[config.mk]
export PLATFORM = sky130hd
export DESIGN_NAME = pipelined_instruction_decoder
export DESIGN_NICKNAME = d
export VERILOG_FILES = /design/src/rtl/pipelined_instruction_decoder.sv
export SDC_FILE = /design/constraint.sdc
export NUM_CORES = 1
export LEC_CHECK = 0
export CAP_MARGIN = 10
export CELL_PAD_IN_SITES_DETAIL_PLACEMENT = 0
export CELL_PAD_IN_SITES_GLOBAL_PLACEMENT = 1
export CORE_MARGIN = 8
export CORE_UTILIZATION = 39
export DETAILED_ROUTE_END_ITERATION = 8
export GPL_TIMING_DRIVEN = 0
export PLACE_DENSITY = 0.85
export SKIP_LAST_GASP = 1
export SLEW_MARGIN = 20
export SYNTH_ARGS = -nofsm -noshare
export SYNTH_HDL_FRONTEND = slang
export SYNTH_SLANG_ARGS = --single-unit
[constraint.sdc]
create_clock -name clk -period 2.45 [get_ports clk]
set_input_delay 0.245 -clock clk [delete_from_list [all_inputs] [get_ports clk]]
set_output_delay 0.245 -clock clk [all_outputs]
set_load 0.02 [all_outputs]
[src/rtl/pipelined_instruction_decoder.sv]
// Pipelined instruction decoder: splits an instruction word into control
// strobes, a one-hot register select and a zero-extended immediate/DM address.
// A single registered output stage with valid/ready flow control, plus a
// two-state FSM that joins LD_IMX with its payload word into one wide immediate.
module pipelined_instruction_decoder #(
  parameter int DATA_W   = 8,
  parameter int NUM_REGS = 4,
  parameter int INS_W    = 16
) (
  input  logic                  clk,
  input  logic                  rst,
  input  logic [INS_W-1:0]      ins_i,
  input  logic                  ins_valid_i,
  output logic                  ins_ready_o,
  output logic                  out_valid_o,
  input  logic                  out_ready_i,
  output logic [NUM_REGS-1:0]   reg_addr_o,
  output logic [2*DATA_W-1:0]   data_o,
  output logic [1:0]            sel_o,
  output logic [2:0]            alu_code_o,
  output logic                  reg_ce_o,
  output logic                  dm_ce_o,
  output logic                  carry_ce_o,
  output logic                  accu_ce_o,
  output logic                  ill_o
);

  localparam int RN_W = (NUM_REGS > 1) ? $clog2(NUM_REGS) : 1;

  // Reject parameter sets whose fields do not fit or whose register count is unusable
  generate
    if ((INS_W < 5 + RN_W + DATA_W) || (NUM_REGS < 2) ||
        ((NUM_REGS & (NUM_REGS - 1)) != 0)) begin : g_bad_params
      $error("pipelined_instruction_decoder: illegal DATA_W/NUM_REGS/INS_W combination");
    end
  endgenerate

  localparam logic [0:0] ST_IDLE = 1'b0;
  localparam logic [0:0] ST_EXT  = 1'b1;

  localparam logic [1:0] SEL_R   = 2'd0;
  localparam logic [1:0] SEL_DM  = 2'd1;
  localparam logic [1:0] SEL_IMD = 2'd2;

  localparam logic [2:0] ALU_LD  = 3'd6;
  localparam logic [2:0] ALU_DEF = 3'd7;

  localparam logic [4:0] OP_LD_IMX = 5'b11101;

  // Instruction fields
  logic [4:0]        opcode_s;
  logic [1:0]        section_s;
  logic [2:0]        rest_s;
  logic [RN_W-1:0]   rnum_s;
  logic [DATA_W-1:0] imm_s;
  logic              unused_ins_s;

  assign opcode_s  = ins_i[INS_W-1 -: 5];
  assign section_s = opcode_s[4:3];
  assign rest_s    = opcode_s[2:0];
  assign rnum_s    = ins_i[INS_W-6 -: RN_W];
  assign imm_s     = ins_i[DATA_W-1:0];
  // Bits between rnum and imm (when INS_W is wider than the fields) carry nothing
  assign unused_ins_s = ^ins_i;

  // State
  logic [0:0]          state_q, state_d;
  logic [DATA_W-1:0]   lo_q, lo_d;
  logic [RN_W-1:0]     ext_rnum_q, ext_rnum_d;
  logic                out_valid_q, out_valid_d;
  logic [NUM_REGS-1:0] reg_addr_q, reg_addr_d;
  logic [2*DATA_W-1:0] data_q, data_d;
  logic [1:0]          sel_q, sel_d;
  logic [2:0]          alu_code_q, alu_code_d;
  // Strobe vector order: {reg_ce, dm_ce, carry_ce, accu_ce, ill}
  logic [4:0]          strobe_q, strobe_d;

  // Decoded bundle (combinational)
  logic [NUM_REGS-1:0] dec_reg_addr_s;
  logic [2*DATA_W-1:0] dec_data_s;
  logic [1:0]          dec_sel_s;
  logic [2:0]          dec_alu_s;
  logic [4:0]          dec_strobe_s;
  logic [RN_W-1:0]     dec_rnum_s;

  logic ins_ready_s;
  logic accept_s;
  logic is_ldimx_s;
  logic load_s;

  // Decode the incoming word; in EXT the word is only payload for the pending LD_IMX
  always_comb begin
    dec_sel_s    = SEL_R;
    dec_alu_s    = ALU_DEF;
    dec_strobe_s = 5'b00000;
    dec_rnum_s   = rnum_s;
    dec_data_s   = {{DATA_W{1'b0}}, imm_s};
    if (state_q == ST_EXT) begin
      dec_sel_s     = SEL_IMD;
      dec_alu_s     = ALU_LD;
      dec_strobe_s  = 5'b00010;
      dec_rnum_s    = ext_rnum_q;
      dec_data_s    = {imm_s, lo_q};
    end else begin
      case (section_s)
        2'd0, 2'd1, 2'd2: begin
          dec_sel_s       = section_s;
          dec_alu_s       = (rest_s <= 3'd5) ? rest_s : ALU_DEF;
          dec_strobe_s[2] = (rest_s <= 3'd1);
          dec_strobe_s[1] = (rest_s <= 3'd5);
        end
        2'd3: begin
          case (rest_s)
            3'd0: begin dec_sel_s = SEL_R;   dec_alu_s = ALU_LD; dec_strobe_s = 5'b00010; end
            3'd1: begin dec_sel_s = SEL_DM;  dec_alu_s = ALU_LD; dec_strobe_s = 5'b00010; end
            3'd2: begin dec_sel_s = SEL_IMD; dec_alu_s = ALU_LD; dec_strobe_s = 5'b00010; end
            3'd3: begin dec_sel_s = SEL_R;   dec_alu_s = ALU_DEF; dec_strobe_s = 5'b10000; end
            3'd4: begin dec_sel_s = SEL_DM;  dec_alu_s = ALU_DEF; dec_strobe_s = 5'b01000; end
            3'd5: begin dec_sel_s = SEL_IMD; dec_alu_s = ALU_LD; dec_strobe_s = 5'b00010; end
            default: begin dec_sel_s = SEL_R; dec_alu_s = ALU_DEF; dec_strobe_s = 5'b00001; end
          endcase
        end
        default: begin
          dec_sel_s    = SEL_R;
          dec_alu_s    = ALU_DEF;
          dec_strobe_s = 5'b00000;
        end
      endcase
    end
    dec_reg_addr_s = NUM_REGS'(1'b1) << dec_rnum_s;
  end

  // Handshake: EXT always swallows the payload word since it has no output yet
  always_comb begin
    if (state_q == ST_EXT) begin
      ins_ready_s = 1'b1;
    end else begin
      ins_ready_s = !out_valid_q || out_ready_i;
    end
  end

  assign accept_s   = ins_valid_i && ins_ready_s;
  assign is_ldimx_s = (state_q == ST_IDLE) && (opcode_s == OP_LD_IMX);
  assign load_s     = accept_s && !is_ldimx_s;

  // FSM next state: LD_IMX parks its low half, the following word completes it
  always_comb begin
    state_d    = state_q;
    lo_d       = lo_q;
    ext_rnum_d = ext_rnum_q;
    if (accept_s) begin
      if (state_q == ST_EXT) begin
        state_d = ST_IDLE;
      end else if (is_ldimx_s) begin
        state_d    = ST_EXT;
        lo_d       = imm_s;
        ext_rnum_d = rnum_s;
      end else begin
        state_d = ST_IDLE;
      end
    end else begin
      state_d = state_q;
    end
  end

  // Output stage next state: load new bundle, retire on handshake, else hold
  always_comb begin
    out_valid_d = out_valid_q;
    reg_addr_d  = reg_addr_q;
    data_d      = data_q;
    sel_d       = sel_q;
    alu_code_d  = alu_code_q;
    strobe_d    = strobe_q;
    if (load_s) begin
      out_valid_d = 1'b1;
      reg_addr_d  = dec_reg_addr_s;
      data_d      = dec_data_s;
      sel_d       = dec_sel_s;
      alu_code_d  = dec_alu_s;
      strobe_d    = dec_strobe_s;
    end else if (out_valid_q && out_ready_i) begin
      // Strobes must not linger once the bundle has been consumed
      out_valid_d = 1'b0;
      strobe_d    = 5'b00000;
    end else begin
      out_valid_d = out_valid_q;
    end
  end

  // State registers with asynchronous reset
  always_ff @(posedge clk or posedge rst) begin
    if (rst) begin
      state_q     <= ST_IDLE;
      lo_q        <= {DATA_W{1'b0}};
      ext_rnum_q  <= {RN_W{1'b0}};
      out_valid_q <= 1'b0;
      reg_addr_q  <= {NUM_REGS{1'b0}};
      data_q      <= {(2*DATA_W){1'b0}};
      sel_q       <= SEL_R;
      alu_code_q  <= ALU_DEF;
      strobe_q    <= 5'b00000;
    end else begin
      state_q     <= state_d;
      lo_q        <= lo_d;
      ext_rnum_q  <= ext_rnum_d;
      out_valid_q <= out_valid_d;
      reg_addr_q  <= reg_addr_d;
      data_q      <= data_d;
      sel_q       <= sel_d;
      alu_code_q  <= alu_code_d;
      strobe_q    <= strobe_d;
    end
  end

  assign ins_ready_o = ins_ready_s;
  assign out_valid_o = out_valid_q;
  assign reg_addr_o  = reg_addr_q;
  assign data_o      = data_q;
  assign sel_o       = sel_q;
  assign alu_code_o  = alu_code_q;
  assign reg_ce_o    = strobe_q[4];
  assign dm_ce_o     = strobe_q[3];
  assign carry_ce_o  = strobe_q[2];
  assign accu_ce_o   = strobe_q[1];
  assign ill_o       = strobe_q[0];

endmodule

==> run summary, run 1 <==
Reg area: 1050 um^2
Comb pwr share: 21.5%
sequential-to-total area share from yosys stat: 55.5%
Max Fclk: 525 MHz
post-synth cell types: 31
Tcrit/Tclk final: 77.7%
Worst VDD drop: 0.447 mV
status: finished, final reports clean
die area: 7360 um^2
Vias/cell: 4.96
Detail Route Antenna Nets: 0
DR WL/cell: 16.1 um
placed inst area: 2490 um^2
Initial Utilization: 40.2%
I/O pins: 52
starting DRC count in detailed routing: 90
Die Ht: 85.8 um
IO Port Bufs: 49
H-tree depth: 2
syn nets: 196
fin. max-slew vios: 0
multi-input logic area: 774 um^2
Synth warnings: 0
filler cell count: 428
post-CTS setup buffers: 0
cells after synthesis: 176
worst r2r dst: ext_rnum_q[0]$_DFFE_PP0P_
wire length of the first global-routing pass: 7870 um
CTS tree: yes
Psw: 0.000516 W
die span in x: 85.8 um
GPL Wtd Cong: 0.832
worst setup path category: input pin to output pin
DRC: 0
worst-margin pin slew: 0.753 ns
r2r setup slk: 0.67 ns
part of the power in registers: 43.4%
setup_tns: 0 ns
Clk Latency, worst-skew pair: 0.30 ns
Final setup violation count: 0
Worst setup SP type: input pin
sw frac: 27.0%
largest fanout on the critical path: 5
Clock Power Share: 35.2%
CP Data Required Time: 2.20 ns
critical path data arrival time: 1.66 ns
Placeable Area: 4720 um^2
RSZ-0062 raised after global routing: no
Clock Tree Buf Depth: 2
Syn-to-layout area delta: 38.5%
relative slew slack: 49.8%
critical path's top delay family: buffers and inverters
Worst Skew: 0.00850 ns
cts hold-fix bufs: 0
drt pass-1 iters: 4
crit-path cells: clkdlybuf4s50_1 -> nand2b_1 -> nand2b_1 -> clkdlybuf4s50_1
Critical Path End Type: output pin
Internal Pwr Total: 0.00139 W
CP max stage delay: 0.60 ns
Bufs and invs on worst path: 2
ANT cells: 0
DR vias: 1493
worst min path class: input pin to asynchronous set/reset pin
layout cell share with drive strength beyond 1: 15.0%
clock-pin slew on the worst setup and hold paths: 0.09 ns
Max Cap Viol: 0
Routed WL: 4840 um
largest net degree at the start of global routing: 34
FF-to-FF Start: state_q$_DFFE_PP0P_
GRT Total Usage: 13.6%
Fin. Hold Viols: 0
grt ovf: 0
CP max stage cell: clkdlybuf4s50_1
Syn Std Cell Area: 1900 um^2
clk root buf: clkbuf_8
Nets: 253
CTS sink count: 42
Avg Cell Area, Syn: 10.8 um^2
P_leak: 1.13 nW
Final min period: 1.90 ns
FF+latch count, synth: 42
DP HPWL: 3390 um
# resized after CTS: 0
P per Cell Area: 725 nW/um^2
FF-to-FF path depth: 5
initial antenna violation count: 0
fin area: 2630 um^2
vias in the first global route: 1483
row count: 25
Inserted Clock Buffers: 5
[metal layers]
metal	vias to the layer above	GRT usage (%)	share of wire [%]
met5	-	0	0
met4	0	4.62	1.3
met3	5	3.53	6.8
met2	49	21.4	47
met1	714	17.6	45
li1	725	-	-
[state kept, by name, summed over array words and instances (netlist names)]
name,cells
ext_rnum_q,2
strobe_q,5
reg_addr_o,4
data_o,16
alu_code_o,3
state_q,1
sel_o,2
out_valid_o,1
lo_q,8
[Yosys cell counts (all sizes together)]
master   instances  share of area, %
o221ai           2               1.3
mux2            12               8.9
nor2             5              0.99
a2bb2oi          1              0.46
dfrtp           39                51
nor3b            1              0.40
xnor2            1              0.46
inv              4              0.79
or3              1              0.59
o41ai            1              0.46
nand4b           1              0.79
a31oi            1              0.33
dfstp            3               4.2
a21oi            5               1.3
nor3             1              0.26
nand3            4               1.1
clkbuf           2              0.40
nand2b           5               1.6
buf              8               2.5
nand2           37               7.3
o22ai            1              0.33
o31ai            5               2.0
o21ai           24               6.3
mux2i           10               5.3
nand4            2              0.66
[power by group through the flow]
| stage | sequential, W | combinational [W] | clock [W] |
|---|---|---|---|
| 2_1_floorplan | 0.000901 | 0.000150 | 0 |
| 3_3_place_gp | 0.000837 | 0.000404 | 0 |
| 3_5_place_dp | 0.000841 | 0.000414 | 0 |
| 4_1_cts | 0.000828 | 0.000416 | 0.000676 |
| 5_1_grt | 0.000836 | 0.000443 | 0.000702 |
| 6_report | 0.000827 | 0.000410 | 0.000671 |
[worst max-delay path by stage]
stage                                        from                   endpoint  slack, ns  cells past startpoint
final                                 out_ready_i                ins_ready_o       0.55                      4
after global routing                    ins_i[14]      data_o[3]$_DFFE_PP0P_       0.44                      5
after CTS                             out_ready_i                ins_ready_o       0.53                      4
after detailed placement                ins_i[15]      data_o[4]$_DFFE_PP0P_       0.25                      5
after global placement                  ins_i[15]      data_o[7]$_DFFE_PP0P_       0.30                      5
after floorplan           out_valid_o$_DFFE_PP0P_  ext_rnum_q[0]$_DFFE_PP0P_       0.77                      5
[cells in the final DEF (no fill, tap or decap), types with 3 or more instances in the layout]
master,synthesis,layout
buf_2,5,5
mux2_4,9,9
mux2_2,3,3
inv_1,4,3
nand3_1,4,4
nor2_1,5,5
clkdlybuf4s50_1,0,49
a21oi_1,5,5
dfstp_2,3,3
o21ai_0,23,23
dfrtp_1,39,39
clkbuf_8,0,5
nand2b_1,5,5
mux2i_1,10,10
o31ai_1,5,5
nand2_1,37,37
[logic make-up after synthesis]
kind of cell	after synthesis	share of synthesized area, %
AO/OA/AOI/OAI	40	12.5
buffers and inverters	14	3.69
flip-flops	42	55.5
multiplexers	22	14.2
XOR/XNOR	1	0.461
AND/OR/NAND/NOR	57	13.7
[cell type report]
type	count	share of cell area [%]
flip-flops and latches	42	40.1
multi-input cells	120	29.4
repair buffers	50	19.4
well taps	67	3.19
clock buffers	5	2.62
clock inverters	3	2.62
plain buffers	10	2.09
inverters	4	0.571
[through the flow]
| step | total power, W | setup WS, ns | utilization, % | hold WS (ns) | cells |
|---|---|---|---|---|---|
| finish | 0.00191 | 0.545 | 55.7 | 0.175 | 301 |
| global route | 0.00198 | 0.439 | 55.7 | 0.226 | 301 |
| CTS | 0.00192 | 0.529 | 55.7 | 0.186 | 301 |
| detailed placement | 0.00125 | 0.252 | 52.8 | 0.466 | 293 |
| global placement | 0.00124 | 0.305 | 52.4 | 0.453 | 292 |
| floorplan | 0.00105 | 0.770 | - | 0.354 | 176 |
No activity file was read; power rests on OpenSTA's default activity.
==> run 2, diff against run 1 <==
Settings changed: CORE_UTILIZATION 39 to 36, PLACE_DENSITY 0.85 to 0.79.
Clock period 2.45 ns to 1.86 ns, I/O delays scaled along.
==> run summary, run 2 (synthesized netlist as in run 1, its figures left out) <==
status: finished, final reports clean
CP max stage delay: 0.39 ns (-0.21 ns)
setup_tns: 0 ns (unchanged)
Die Ht: 88.6 um (+3.3%)
worst-margin pin slew: 0.716 ns (-0.0370 ns)
crit-path cells: buf_4 -> o21ai_1 -> or3_4 -> buf_6 -> mux2_4
Syn-to-layout area delta: 36.0%
ANT cells: 0 (unchanged)
Max Cap Viol: 0 (unchanged)
worst r2r dst: lo_q[5]$_DFFE_PP0P_
DR vias: 1467 (-1.7%)
grt ovf: 0 (unchanged)
Critical Path End Type: register
CP max stage cell: dfrtp_1
number of flip-flops in the largest register: 16 (unchanged)
crit path launch: state_q$_DFFE_PP0P_
Tcrit/Tclk final: 95.2%
largest net degree at the start of global routing: 35 (+2.9%)
starting DRC count in detailed routing: 51 (-43%)
FF-to-FF path depth: 5 (unchanged)
clock-pin slew on the worst setup and hold paths: 0.09 ns (about the same)
Detail Route Antenna Nets: 0 (unchanged)
Routed WL: 4740 um (-2.1%)
worst min path class: input pin to asynchronous set/reset pin
drt pass-1 iters: 4 (unchanged)
CP Capture Point: lo_q[5]$_DFFE_PP0P_
multi-input logic area: 774 um^2 (unchanged)
RSZ-0062 raised after global routing: yes
wire length of the first global-routing pass: 7960 um (+1.1%)
critical path's top delay family: flip-flops
Clock Tree Buf Depth: 2 (unchanged)
Initial Utilization: 37.2% (-3.0 points)
filler cell count: 473 (+11%)
post-CTS setup buffers: 0 (unchanged)
DR WL/cell: 15.6 um (-3.1%)
Reg area: 1050 um^2 (unchanged)
P per Cell Area: 848 nW/um^2 (+17%)
GRT Total Usage: 13.3% (-0.34 points)
layout cell share with drive strength beyond 1: 15.0% (unchanged)
H-tree depth: 2 (unchanged)
Final Util: 50.6% (-5.1 points)
commonest non-fill, non-tap cell in the layout: clkdlybuf4s50_1
vias in the first global route: 1560 (+5.2%)
critical path depth: 5 (+1)
commonest non-fill, non-tap cells in the layout: 48 x clkdlybuf4s50_1, 39 x dfrtp_1, 37 x nand2_1
fin. max-slew vios: 0 (unchanged)
worst setup path category: register to register
Fin. Hold Viols: 0 (unchanged)
CTS tree: yes
Final min period: 1.77 ns
Nets: 253 (unchanged)
initial antenna violation count: 0 (unchanged)
Final Power: 0.00219 W (+15%)
Worst VDD drop: 0.393 mV (-12%)
DRC: 0 (unchanged)
FF-to-FF Start: state_q$_DFFE_PP0P_
Worst Skew: 0.00830 ns (-0.000197 ns)
I/O pins: 52 (unchanged)
Vias/cell: 4.83 (-2.7%)
Final setup violation count: 0 (unchanged)
die area: 7860 um^2 (+6.8%)
Inserted Clock Buffers: 5 (unchanged)
clk root buf: clkbuf_8
GPL Wtd Cong: 0.797 (-4.2%)
r2r setup slk: 0.09 ns (-0.58 ns)
fin area: 2580 um^2 (-1.8%)
placed inst area: 2500 um^2 (+0.15%)
CTS sink count: 42 (unchanged)
DP HPWL: 3470 um (+2.4%)
P_leak: 1.11 nW (-1.4%)
critical path data arrival time: 1.95 ns (+0.29 ns)
Hold Worst Slack: 0.107 ns (-0.0682 ns)
Worst setup SP type: register
row count: 26 (+4.0%)
# resized after CTS: 0 (unchanged)
CP Data Required Time: 2.03 ns (-0.17 ns)
Clk Latency, worst-skew pair: 0.29 ns (about the same)
die span in x: 88.6 um (+3.3%)
relative slew slack: 52.3% (+2.5 points)
cts hold-fix bufs: 0 (unchanged)
Max Fclk: 565 MHz
Bufs and invs on worst path: 2 (unchanged)
IO Port Bufs: 49 (unchanged)
Placeable Area: 5110 um^2 (+8.1%)
largest fanout on the critical path: 10 (+5)
[run 2: changes by cell type in the layout (fill, tap and decap cells not counted), sizes merged]
cell	before	now
bufinv	2	0
clkbuf	7	8
clkdlybuf4s50	49	48
clkinv	1	2
dlymetal6s2s	0	1
[run 2: area by class of cell]
class,instances,area share [%]
plain buffers,10,2.18
repair buffers,50,19.9
clock buffers,6,2.81
multi-input cells,120,30.0
clock inverters,2,0.387
inverters,4,0.581
well taps,70,3.39
flip-flops and latches,42,40.8
[run 2: routing by layer]
metal	global-route usage [%]	vias to the layer above	part of all wire (%)
met3	3.62	9	5.7
met2	20.4	33	45
met1	17.1	703	47
li1	-	722	-
met5	0	-	0
met4	5.38	0	1.7
[run 2: worst min path at each step]
stage / slack [ns] / end / cells past startpoint / startpoint
after global routing: 0.12 / data_o[6]$_DFFE_PP0P_ / 2 / rst
after detailed placement: 0.43 / data_o[12]$_DFFE_PP0P_ / 2 / rst
after floorplan: 0.29 / state_q$_DFFE_PP0P_ / 1 / ins_valid_i
final: 0.11 / data_o[6]$_DFFE_PP0P_ / 2 / rst
after global placement: 0.45 / alu_code_o[2]$_DFFE_PP1P_ / 2 / alu_code_o[2]$_DFFE_PP1P_
after CTS: 0.11 / data_o[6]$_DFFE_PP0P_ / 2 / rst
[run 2: per-stage QoR]
step,instances,setup WS [ns]
2_1_floorplan,176,0.180
3_3_place_gp,295,-0.262
3_5_place_dp,296,-0.261
4_1_cts,304,0.0465
5_1_grt,304,-0.0107
6_report,304,0.0896
[run 2: power by group]
group / total, W / internal (W) / switching (W)
combinational: 0.000532 / 0.000265 / 0.000266
clock: 0.000568 / 0.000260 / 0.000308
sequential: 0.00109 / 0.00103 / 0.0000620
total: 0.00219 / 0.00156 / 0.000636
